$ cat config.mk
export PLATFORM = sky130hd
export DESIGN_NAME = mul_rr_scheduler
export DESIGN_NICKNAME = d
export VERILOG_FILES = /design/src/rtl/mul_rr_scheduler_pkg.sv /design/src/rtl/mul_rr_scheduler_arbiter.sv /design/src/rtl/mul_rr_scheduler.sv
export SDC_FILE = /design/constraint.sdc
export NUM_CORES = 1
export LEC_CHECK = 0
export ABC_AREA = 1
export BUFFER_PORTS_ARGS = -buffer_cell sky130_fd_sc_hd__buf_2
export CAP_MARGIN = 20
export CORE_AREA = 2 2 181 183
export DETAILED_ROUTE_END_ITERATION = 7
export DIE_AREA = 0 0 183 185
export GPL_ROUTABILITY_DRIVEN = 0
export SLEW_MARGIN = 20
export SYNTH_ARGS = -nofsm -noshare
export SYNTH_HDL_FRONTEND = slang
export SYNTH_SLANG_ARGS = --single-unit
$ cat constraint.sdc
create_clock -name clk -period 2.1 [get_ports clk]
set_clock_uncertainty 0.15 [all_clocks]
set_input_delay 0.42 -clock clk [delete_from_list [all_inputs] [get_ports clk]]
set_output_delay 0.42 -clock clk [all_outputs]
set_load 0.02 [all_outputs]
$ cat src/rtl/mul_rr_scheduler_pkg.sv
// Shared types and helpers for the round-robin multiplier scheduler.
// Operand width, product width and the pointer wrap function live here.
package mul_sched_pkg;

    localparam int MUL_W    = 32;
    localparam int PROD_W   = 64;
    localparam int ID_MAX_W = 4;    // enough for up to 16 requesters

    typedef struct packed {
        logic [MUL_W-1:0]    a;
        logic [MUL_W-1:0]    b;
        logic [ID_MAX_W-1:0] id;
    } mul_op_t;

    function automatic logic [ID_MAX_W-1:0] rr_next(input logic [ID_MAX_W-1:0] ptr,
                                                    input int n);
        int p;
        p = int'(ptr) + 1;
        if (p >= n) p = 0;
        return ID_MAX_W'(p);
    endfunction

endpackage

$ cat src/rtl/mul_rr_scheduler_arbiter.sv
// Round-robin arbiter: the first asserted request at or after rr_ptr wins,
// wrapping modulo NUM_REQ. The pointer register is owned by the caller.
module rr_arbiter #(
    parameter  int NUM_REQ = 4,
    localparam int ID_W    = $clog2(NUM_REQ)
) (
    input  logic [NUM_REQ-1:0] req,
    input  logic [ID_W-1:0]    rr_ptr,
    input  logic               enable,
    output logic [NUM_REQ-1:0] grant,
    output logic [ID_W-1:0]    winner,
    output logic               any_grant
);

    logic found;

    always_comb begin
        int idx;
        idx    = 0;
        found  = 1'b0;
        winner = '0;
        for (int k = 0; k < NUM_REQ; k++) begin
            idx = int'(rr_ptr) + k;
            if (idx >= NUM_REQ) idx = idx - NUM_REQ;
            if (!found && req[idx]) begin
                found  = 1'b1;
                winner = ID_W'(idx);
            end
        end
    end

    assign any_grant = found & enable;

    always_comb begin
        grant = '0;
        for (int i = 0; i < NUM_REQ; i++) begin
            grant[i] = any_grant && (winner == ID_W'(i));
        end
    end

endmodule

$ cat src/rtl/mul_rr_scheduler.sv
// Shares one external combinational 32x32 multiplier between NUM_REQ lanes
// through a two-stage pipeline: operand register (S1), product register (S2).
module mul_rr_scheduler
    import mul_sched_pkg::*;
#(
    parameter  int NUM_REQ = 4,
    localparam int ID_W    = $clog2(NUM_REQ)
) (
    input  logic                   clk,
    input  logic                   rst,
    input  logic [NUM_REQ-1:0]     req_valid,
    output logic [NUM_REQ-1:0]     req_ready,
    input  logic [NUM_REQ*32-1:0]  req_a,
    input  logic [NUM_REQ*32-1:0]  req_b,
    output logic [31:0]            mul_a,
    output logic [31:0]            mul_b,
    input  logic [63:0]            mul_c,
    output logic                   rsp_valid,
    input  logic                   rsp_ready,
    output logic [ID_W-1:0]        rsp_id,
    output logic [63:0]            rsp_product,
    output logic                   busy
);

    // Handshakes: a request transfers on an edge with req_valid[i] & req_ready[i];
    // a response transfers on an edge with rsp_valid & rsp_ready. A stalled
    // response keeps rsp_valid, rsp_id and rsp_product unchanged.

    mul_op_t              s1_q;
    logic                 v1, v2;
    logic [ID_W-1:0]      rr_ptr;
    logic [ID_W-1:0]      winner;
    logic [NUM_REQ-1:0]   grant;
    logic                 any_grant;
    logic                 s1_en, s2_en, arb_en;

    assign s2_en  = !v2 | rsp_ready;
    assign s1_en  = !v1 | s2_en;
    assign arb_en = s1_en & !rst;

    rr_arbiter #(.NUM_REQ(NUM_REQ)) u_arb (
        .req       (req_valid),
        .rr_ptr    (rr_ptr),
        .enable    (arb_en),
        .grant     (grant),
        .winner    (winner),
        .any_grant (any_grant)
    );

    assign req_ready = grant;
    assign mul_a     = s1_q.a;
    assign mul_b     = s1_q.b;
    assign rsp_valid = v2;
    assign busy      = v1 | v2;

    always_ff @(posedge clk) begin
        if (rst) begin
            v1          <= 1'b0;
            v2          <= 1'b0;
            rr_ptr      <= '0;
            s1_q        <= '0;
            rsp_id      <= '0;
            rsp_product <= '0;
        end else begin
            if (s2_en) begin
                v2          <= v1;
                rsp_id      <= s1_q.id[ID_W-1:0];
                rsp_product <= mul_c;
            end
            if (s1_en) begin
                v1 <= any_grant;
                // Operands only load on an accept so the multiplier inputs stay quiet.
                if (any_grant) begin
                    s1_q.a  <= req_a[MUL_W*winner +: MUL_W];
                    s1_q.b  <= req_b[MUL_W*winner +: MUL_W];
                    s1_q.id <= ID_MAX_W'(winner);
                    rr_ptr  <= ID_W'(rr_next(ID_MAX_W'(winner), NUM_REQ));
                end
            end
        end
    end

endmodule

==> results by group, run 1 <==
Run status
  – Status: finished, violations left
  – Failing checks: negative setup slack

STA
  – FMAX: 0.372 GHz
  – Worst-Margin Slew: 0.746 ns
  – Slew HR: 0.503
  – Final Cycle Share: 1.28
  – Minimum clock period: 2.69 ns
  – RSZ-0062 raised after global routing: yes
  – Final Hold Fails: 0
  – Setup ws final: -0.588 ns
  – Final max-slew violation count: 0
  – # setup viols final: 71

Job
  – Max_cap viols: 0

Worst setup path
  – Max FO, Critical Path: 6
  – Most common cell on crit path: nand2_4
  – CP top delay family: simple AND/OR/NAND/NOR gates
  – Crit-path slowest cell: dfxtp_4
  – Critical path startpoint category: register
  – Crit path arrival time: 2.12 ns
  – Crit-path max cell delay: slightly above 0.4 ns
  – Critical path buffers and inverters: 3
  – Critical path type: register to primary output
  – CP Cell Sequence: buf_6 > nand2_4 > nand2_4 > nand2_4 > nand2_4 > nor2_4 > a21boi_4 > nand3_4 > buf_12 > nor3_4 > buf_6
  – Crit path required time: 1.53 ns
  – CP endpoint kind: primary output

Final layout
  – Fill count: 3463
  – Most frequent cells in the layout: buf_2, nand2_1, nand3_1
  – Area of the multi-input gates: 4520 sq um
  – FF+latch area: 2730 sq um
  – Share of cells above drive strength 1: 0.368
  – Commonest non-fill, non-tap cell in the layout: buf_2
  – P&R area growth vs syn: 50.7%
  – Finished Layout Cells: 2257
  – Nets: between 2000 and 2500

Route
  – Routed Antenna Nets: 0
  – WL/cell: 15.6 microns
  – Final WL: between 30000 and 40000 microns
  – DRT Pass-1 Iters: 6
  – Initial DRC Count: 600
  – Post-route DRC: 0
  – Vias: slightly above 10000
  – Drt via density: 4.56

Power and ir drop
  – Pint: 13.2 mW
  – Max VDD drop: 1.11 mV
  – Gate power share: 0.734
  – P_leak: 7.49 nW
  – Sw Pwr: ~12 mW
  – Clock power share: 0.119
  – Design Power: 25.5 mW
  – Pwr dens: 2010 nW/um^2
  – Sequential power share: 0.146
  – Sw Ratio: 0.483

Die
  – Core ar.: 32000 sq um
  – Initial core utilization: 0.262
  – Die X: 183 microns
  – Area of the die: 33900 sq um
  – Die Ht: ~190 microns
  – Rows: 66
  – IO Count: approximately 460

Clocking
  – CTS H-tree depth: 4
  – Clock latency on the worst-skew pair: 0.43 ns
  – Clk buf depth: 2
  – CTS tree: yes
  – Clk slew on worst S/H paths: 0.07 ns
  – CTS Root Cell: clkbuf_16
  – # hold bufs at CTS: 0
  – CTS Sinks: 136
  – CTS Buf Count: 17

Yosys
  – Avg Inst Size Synth: between 5 and 6 sq um
  – Distinct cells, synth: 22
  – Register area share after synthesis: 0.324
  – Mapped cell area: ~8400 sq um
  – Yosys reg bits: between 100 and 150
  – Syn_nets: approximately 1700
  – Cells after synthesis: 1416
  – Synth warn: 0

GRT
  – First-pass GRT wire length: 51500 microns
  – Total Routing Usage GR: 0.196
  – Pin count of the biggest net entering global routing: ~120
  – Number of global-route vias before repair: 9552
  – Initial antenna violation count: 10
  – Remaining Overflow, GRT: 0

Place
  – Buffers on Ports: between 400 and 500
  – Post-DP HPWL: between 20000 and 30000 microns
  – Dpl cells: 2184
  – Setup WS pre-CTS: -0.321 ns

Worst hold path
  – Worst hold path type: input port to register
state kept, by name (all words and copies together), names as in the netlist:
| register | count |
|---|---|
| rsp_product | 64 |
| mul_a | 32 |
| mul_b | 32 |
| rr_ptr | 2 |
| rsp_id | 2 |
| s1_q | 2 |
| rsp_valid | 1 |
| v1 | 1 |
cell usage after synthesis:
cell      number  area share
nand3b_1       1     0.00089
nand2_2        6      0.0045
nor3_1         1     0.00059
a21oi_1        8      0.0048
nand3_2        1      0.0012
buf_2         32       0.019
o21ai_0       70       0.042
nor2_1       139       0.062
ha_1           1      0.0015
a21boi_1       1     0.00089
buf_1          3      0.0013
clkinv_1       2     0.00089
dfxtp_1      136        0.32
nand2_1      480        0.21
clkbuf_1      38       0.017
nand4_1        1     0.00074
nor2_2         1     0.00074
inv_1        139       0.062
buf_4         81       0.072
nand3_1      262        0.16
inv_2          4      0.0018
buf_6          9       0.012
metrics by stage:
step	util	cell area, sq um	TNS, ns	hold slack, ns
global route	0.395	12700	-33.35	0.0466
finish	0.395	12700	-24.01	0.0592
detailed placement	0.342	11000	-14.88	0.303
floorplan	-	8500	-0.297	0.286
global placement	0.342	11000	-13.80	0.304
CTS	0.383	12300	-12.81	0.0394
path summary, 6_finish.rpt:
path         slack [ns]           end      start  cells after the start
max               -0.59  req_ready[0]  rr_ptr[0]                     11
min                0.06       s1_q[0]        rst                      2
max reg2reg       -0.40      mul_b[2]  rr_ptr[0]                     20
min reg2reg        0.31       s1_q[0]    s1_q[0]                      2
kinds of logic (layout without fill, tap and decap cells):
family	count (synthesis)	in the layout	share of synthesized area
DFF	136	136	0.324
adders and majority gates	1	1	0.00149
AOI/OAI and AO/OA	79	79	0.0473
buffers and inverters	308	738	0.186
other	0	3	0
and+or+nand+nor	892	892	0.441
layout make-up:
| cell class | count | area share |
|---|---|---|
| antenna | 3 | 0.000593 |
| clock buffer | 17 | 0.0336 |
| clock inverter | 15 | 0.0125 |
| inverter | 145 | 0.0447 |
| multi-input combinational | 972 | 0.357 |
| sequential | 136 | 0.216 |
| tap | 408 | 0.0403 |
| timing repair buffer | 561 | 0.296 |
metal layers:
layer	GRT usage	vias up	part of all wire
met5	0	-	0.0019
met4	0.0682	12	0.023
met3	0.0517	54	0.077
met2	0.340	426	0.48
met1	0.234	4624	0.42
li1	-	5168	-
power groups by stage:
stage,sequential (mW),combinational (mW),clock [mW]
finish,3.73,18.7,3.05
global route,3.81,20.6,3.24
CTS,3.72,17.6,3.15
detailed placement,3.76,14.7,0
global placement,3.74,14.7,0
floorplan,3.82,10.5,0
what timing repair did:
action	CTS	global route
cloned	9	7
resized for setup	91	36
setup endpoints to repair	71	71
setup buffers	14	8
pin swaps	28	38
Note: power is estimated with default switching activity, not from simulation.
==> run 2: changes to the inputs <==
--- a/config.mk
+++ b/config.mk
@@ -8,10 +8,13 @@
 export ABC_AREA = 1
 export BUFFER_PORTS_ARGS = -buffer_cell sky130_fd_sc_hd__buf_2
 export CAP_MARGIN = 20
-export CORE_AREA = 2 2 181 183
+export CELL_PAD_IN_SITES_DETAIL_PLACEMENT = 0
+export CELL_PAD_IN_SITES_GLOBAL_PLACEMENT = 1
+export CORE_ASPECT_RATIO = 0.75
+export CORE_UTILIZATION = 26
 export DETAILED_ROUTE_END_ITERATION = 7
-export DIE_AREA = 0 0 183 185
 export GPL_ROUTABILITY_DRIVEN = 0
+export PLACE_DENSITY_LB_ADDON = 0.1
 export SLEW_MARGIN = 20
 export SYNTH_ARGS = -nofsm -noshare
 export SYNTH_HDL_FRONTEND = slang
==> run 2 against run 1 <==
Net effect: non-clock buffer count is 5 lower; clock power increased by 5%; combinational power rose by 2%; sequential share of layout area fell by 0.12 points; the flow still finishes with violations (negative setup slack); core utilization increased by 0.87 points; global-route usage is 1.9 points higher.
==> results by group, run 2 (same netlist as run 1, synthesis figures left out) <==
Worst setup path
  – Most common cell on crit path: nand2_4
  – Critical path type: register to primary output
  – Max FO, Critical Path: 6 (unchanged)
  – Crit-path max cell delay: 0.43 ns (+0.02 ns)
  – CP startpoint: rr_ptr[0]
  – Crit path required time: 1.53 ns (about the same)
  – Crit path arrival time: 2.10 ns (-0.02 ns)
  – CP Cell Sequence: buf_6 > nand2_4 > nand3_4 > nand2_4 > nor2_4 > nand3_2 > nand2_4 > nand2_8 > inv_8 > nand2_8 > nor2_4 > buf_6
  – CP endpoint kind: primary output
  – Worst Setup EP: req_ready[3]
  – R2r setup slk: -0.31 ns (+0.09 ns)
  – R2R cell count: 17 (-15%)
  – RR Endpoint: mul_a[15]
  – Critical path startpoint category: register
  – RR Startpoint: rr_ptr[0]
  – Crit-path slowest cell: dfxtp_4

Die
  – IO Count: 463 (unchanged)
  – Die Ht: 158 microns (-15%)
  – Area of the die: 33100 sq um (-2.3%)
  – Initial core utilization: 0.267 (+0.00425)
  – Rows: 56 (-15%)
  – Core ar.: 31500 sq um (-1.6%)
  – Die X: 210 microns (+15%)

Route
  – Post-route DRC: 0 (unchanged)
  – Routed Antenna Nets: 0 (unchanged)
  – Initial DRC Count: 558 (-7.0%)
  – Final WL: 37400 microns (+6.1%)
  – WL/cell: 16.6 microns (+6.3%)
  – DRT Pass-1 Iters: 5 (-1)
  – Drt via density: 4.46 (-2.1%)
  – Vias: 10049 (-2.3%)

STA
  – Final max-slew violation count: 0 (unchanged)
  – Slew HR: 0.479 (-0.0243)
  – Final Hold Fails: 0 (unchanged)
  – RSZ-0062 raised after global routing: yes
  – TNS Setup: -18.16 ns (+5.85 ns)
  – FMAX: 0.375 GHz (+0.69%)
  – # setup viols final: 68 (-4.2%)
  – Worst-Margin Slew: 0.782 ns (+0.0364 ns)
  – Final Cycle Share: 1.27 (-0.00878)
  – Setup ws final: -0.569 ns (+0.0184 ns)
  – Minimum clock period: 2.67 ns (-0.0184 ns)

Clocking
  – Clk buf depth: 2 (unchanged)
  – CTS Root Cell: clkbuf_16
  – CTS tree: yes
  – CTS Buf Count: 17 (unchanged)
  – Clock latency on the worst-skew pair: 0.43 ns (about the same)
  – CTS Sinks: 136 (unchanged)
  – # hold bufs at CTS: 0 (unchanged)
  – Clk slew on worst S/H paths: 0.07 ns (about the same)
  – CTS H-tree depth: 4 (unchanged)

GRT
  – GRT met2 Usage: 0.357 (+0.0168)
  – Initial antenna violation count: 11 (+1)
  – Total Routing Usage GR: 0.215 (+0.0189)
  – GR Layer Usage met3: 0.0601 (+0.00840)
  – GRT busiest layer: met2
  – GR met1 Demand/Resource: 0.275 (+0.0412)
  – Pin count of the biggest net entering global routing: 135 (+14%)
  – Number of global-route vias before repair: 9523 (-0.30%)
  – First-pass GRT wire length: 54800 microns (+6.5%)
  – Remaining Overflow, GRT: 0 (unchanged)

Final layout
  – P&R area growth vs syn: 51.5%
  – Finished Layout Cells: 2253 (-0.18%)
  – Most frequent cells in the layout: buf_2, nand2_1, nand3_1
  – Share of cells above drive strength 1: 0.378 (+0.00915)
  – Nets: 2156 (-0.23%)
  – Max reg flops: 64 (unchanged)
  – Top reg by flops: rsp_product
  – Commonest non-fill, non-tap cell in the layout: buf_2

Power and ir drop
  – Pwr dens: 2040 nW/um^2 (+1.4%)
  – Gate power share: 0.734 (about the same)
  – Sw Pwr: 12.7 mW (+3.2%)
  – Max VDD drop: 1.29 mV (+16%)
  – Clock power share: 0.123 (+0.004)
  – P_leak: 7.49 nW (about the same)
  – Sequential power share: 0.142 (-0.004)
  – Pint: 13.3 mW (+0.79%)
  – Sw Ratio: 0.489 (+0.00600)

Place
  – Buffers on Ports: 462 (unchanged)
  – Setup WS pre-CTS: -0.280 ns (+0.0408 ns)
  – Dpl cells: 2175 (-0.41%)
  – Post-DP HPWL: 25600 microns (+1.3%)

Worst hold path
  – Worst hold path type: input port to register

Run status
  – Status: finished, violations left
  – Failing checks: negative setup slack

Job
  – Max_cap viols: 0 (unchanged)
run 2: cell count changes in the layout (fill, tap and decap cells not counted), moves of 2 or more:
cell | before | now
inv_8 | 4 | 7
buf_8 | 3 | 8
a21oi_2 | 3 | 1
nand3_4 | 4 | 2
nand2_4 | 16 | 8
nand3_2 | 16 | 43
nand2_2 | 19 | 25
diode_2 | 3 | 6
nand3_1 | 243 | 218
a21oi_1 | 4 | 7
buf_6 | 15 | 13
buf_4 | 45 | 37
run 2: metal layers:
metal | routed length (microns) | up-vias | part of all wire
li1 | - | 5169 | -
met4 | 416 | 10 | 0.011
met3 | 2450 | 33 | 0.066
met5 | 56 | - | 0.0015
met1 | 16900 | 4524 | 0.45
met2 | 17500 | 313 | 0.47
run 2: through the flow:
stage                     area [sq um]  utilization  power (mW)  hold WS (ns)
after floorplan                   8500            -        14.3         0.286
after global placement           10900        0.346        18.4         0.305
after detailed placement         10900        0.346        18.4         0.308
after CTS                        12200        0.387        24.7        0.0260
after global routing             12700        0.404        28.2        0.0392
final                            12700        0.404        26.0        0.0548
run 2: worst min-delay path by stage:
| stage | startpoint | cells after the start | slack (ns) | end |
|---|---|---|---|---|
| 2_1_floorplan | s1_q[0] | 2 | 0.29 | s1_q[0] |
| 3_3_place_gp | mul_a[28] | 2 | 0.31 | mul_a[28] |
| 3_5_place_dp | mul_b[12] | 2 | 0.31 | mul_b[12] |
| 4_1_cts | rst | 2 | 0.03 | s1_q[0] |
| 5_1_grt | rst | 2 | 0.04 | s1_q[0] |
| 6_report | rst | 2 | 0.05 | rsp_valid |
run 2: power by group through the flow:
stage / Combinational, mW / Clock [mW] / Sequential, mW
after floorplan: 10.5 / 0 / 3.82
after global placement: 14.7 / 0 / 3.72
after detailed placement: 14.7 / 0 / 3.73
after CTS: 17.6 / 3.33 / 3.70
after global routing: 21.0 / 3.43 / 3.79
final: 19.1 / 3.21 / 3.71
run 2: critical path: cells and delay by family, from the launching register on:
| kind | cells | cell delay [ns] |
|---|---|---|
| DFF | 1 | 0.43 |
| and+or+nand+nor | 9 | 0.88 |
| buffers and inverters | 3 | 0.35 |
run 2: final cells by class:
type                    instances  area (sq um)
fillers                      3537         18800
multi-input cells             972          4580
repair buffers                556          3730
flip-flops and latches        136          2730
inverters                     145           569
well taps                     406           508
clock buffers                  17           425
clock inverters                15           181
diodes                          6          15.0
run 2: repair_timing:
action	4_1_cts	5_1_grt
buffers inserted	15	13
gates cloned	10	6
setup endpoints to repair	72	72
pin swaps	28	114
resized for setup	76	72
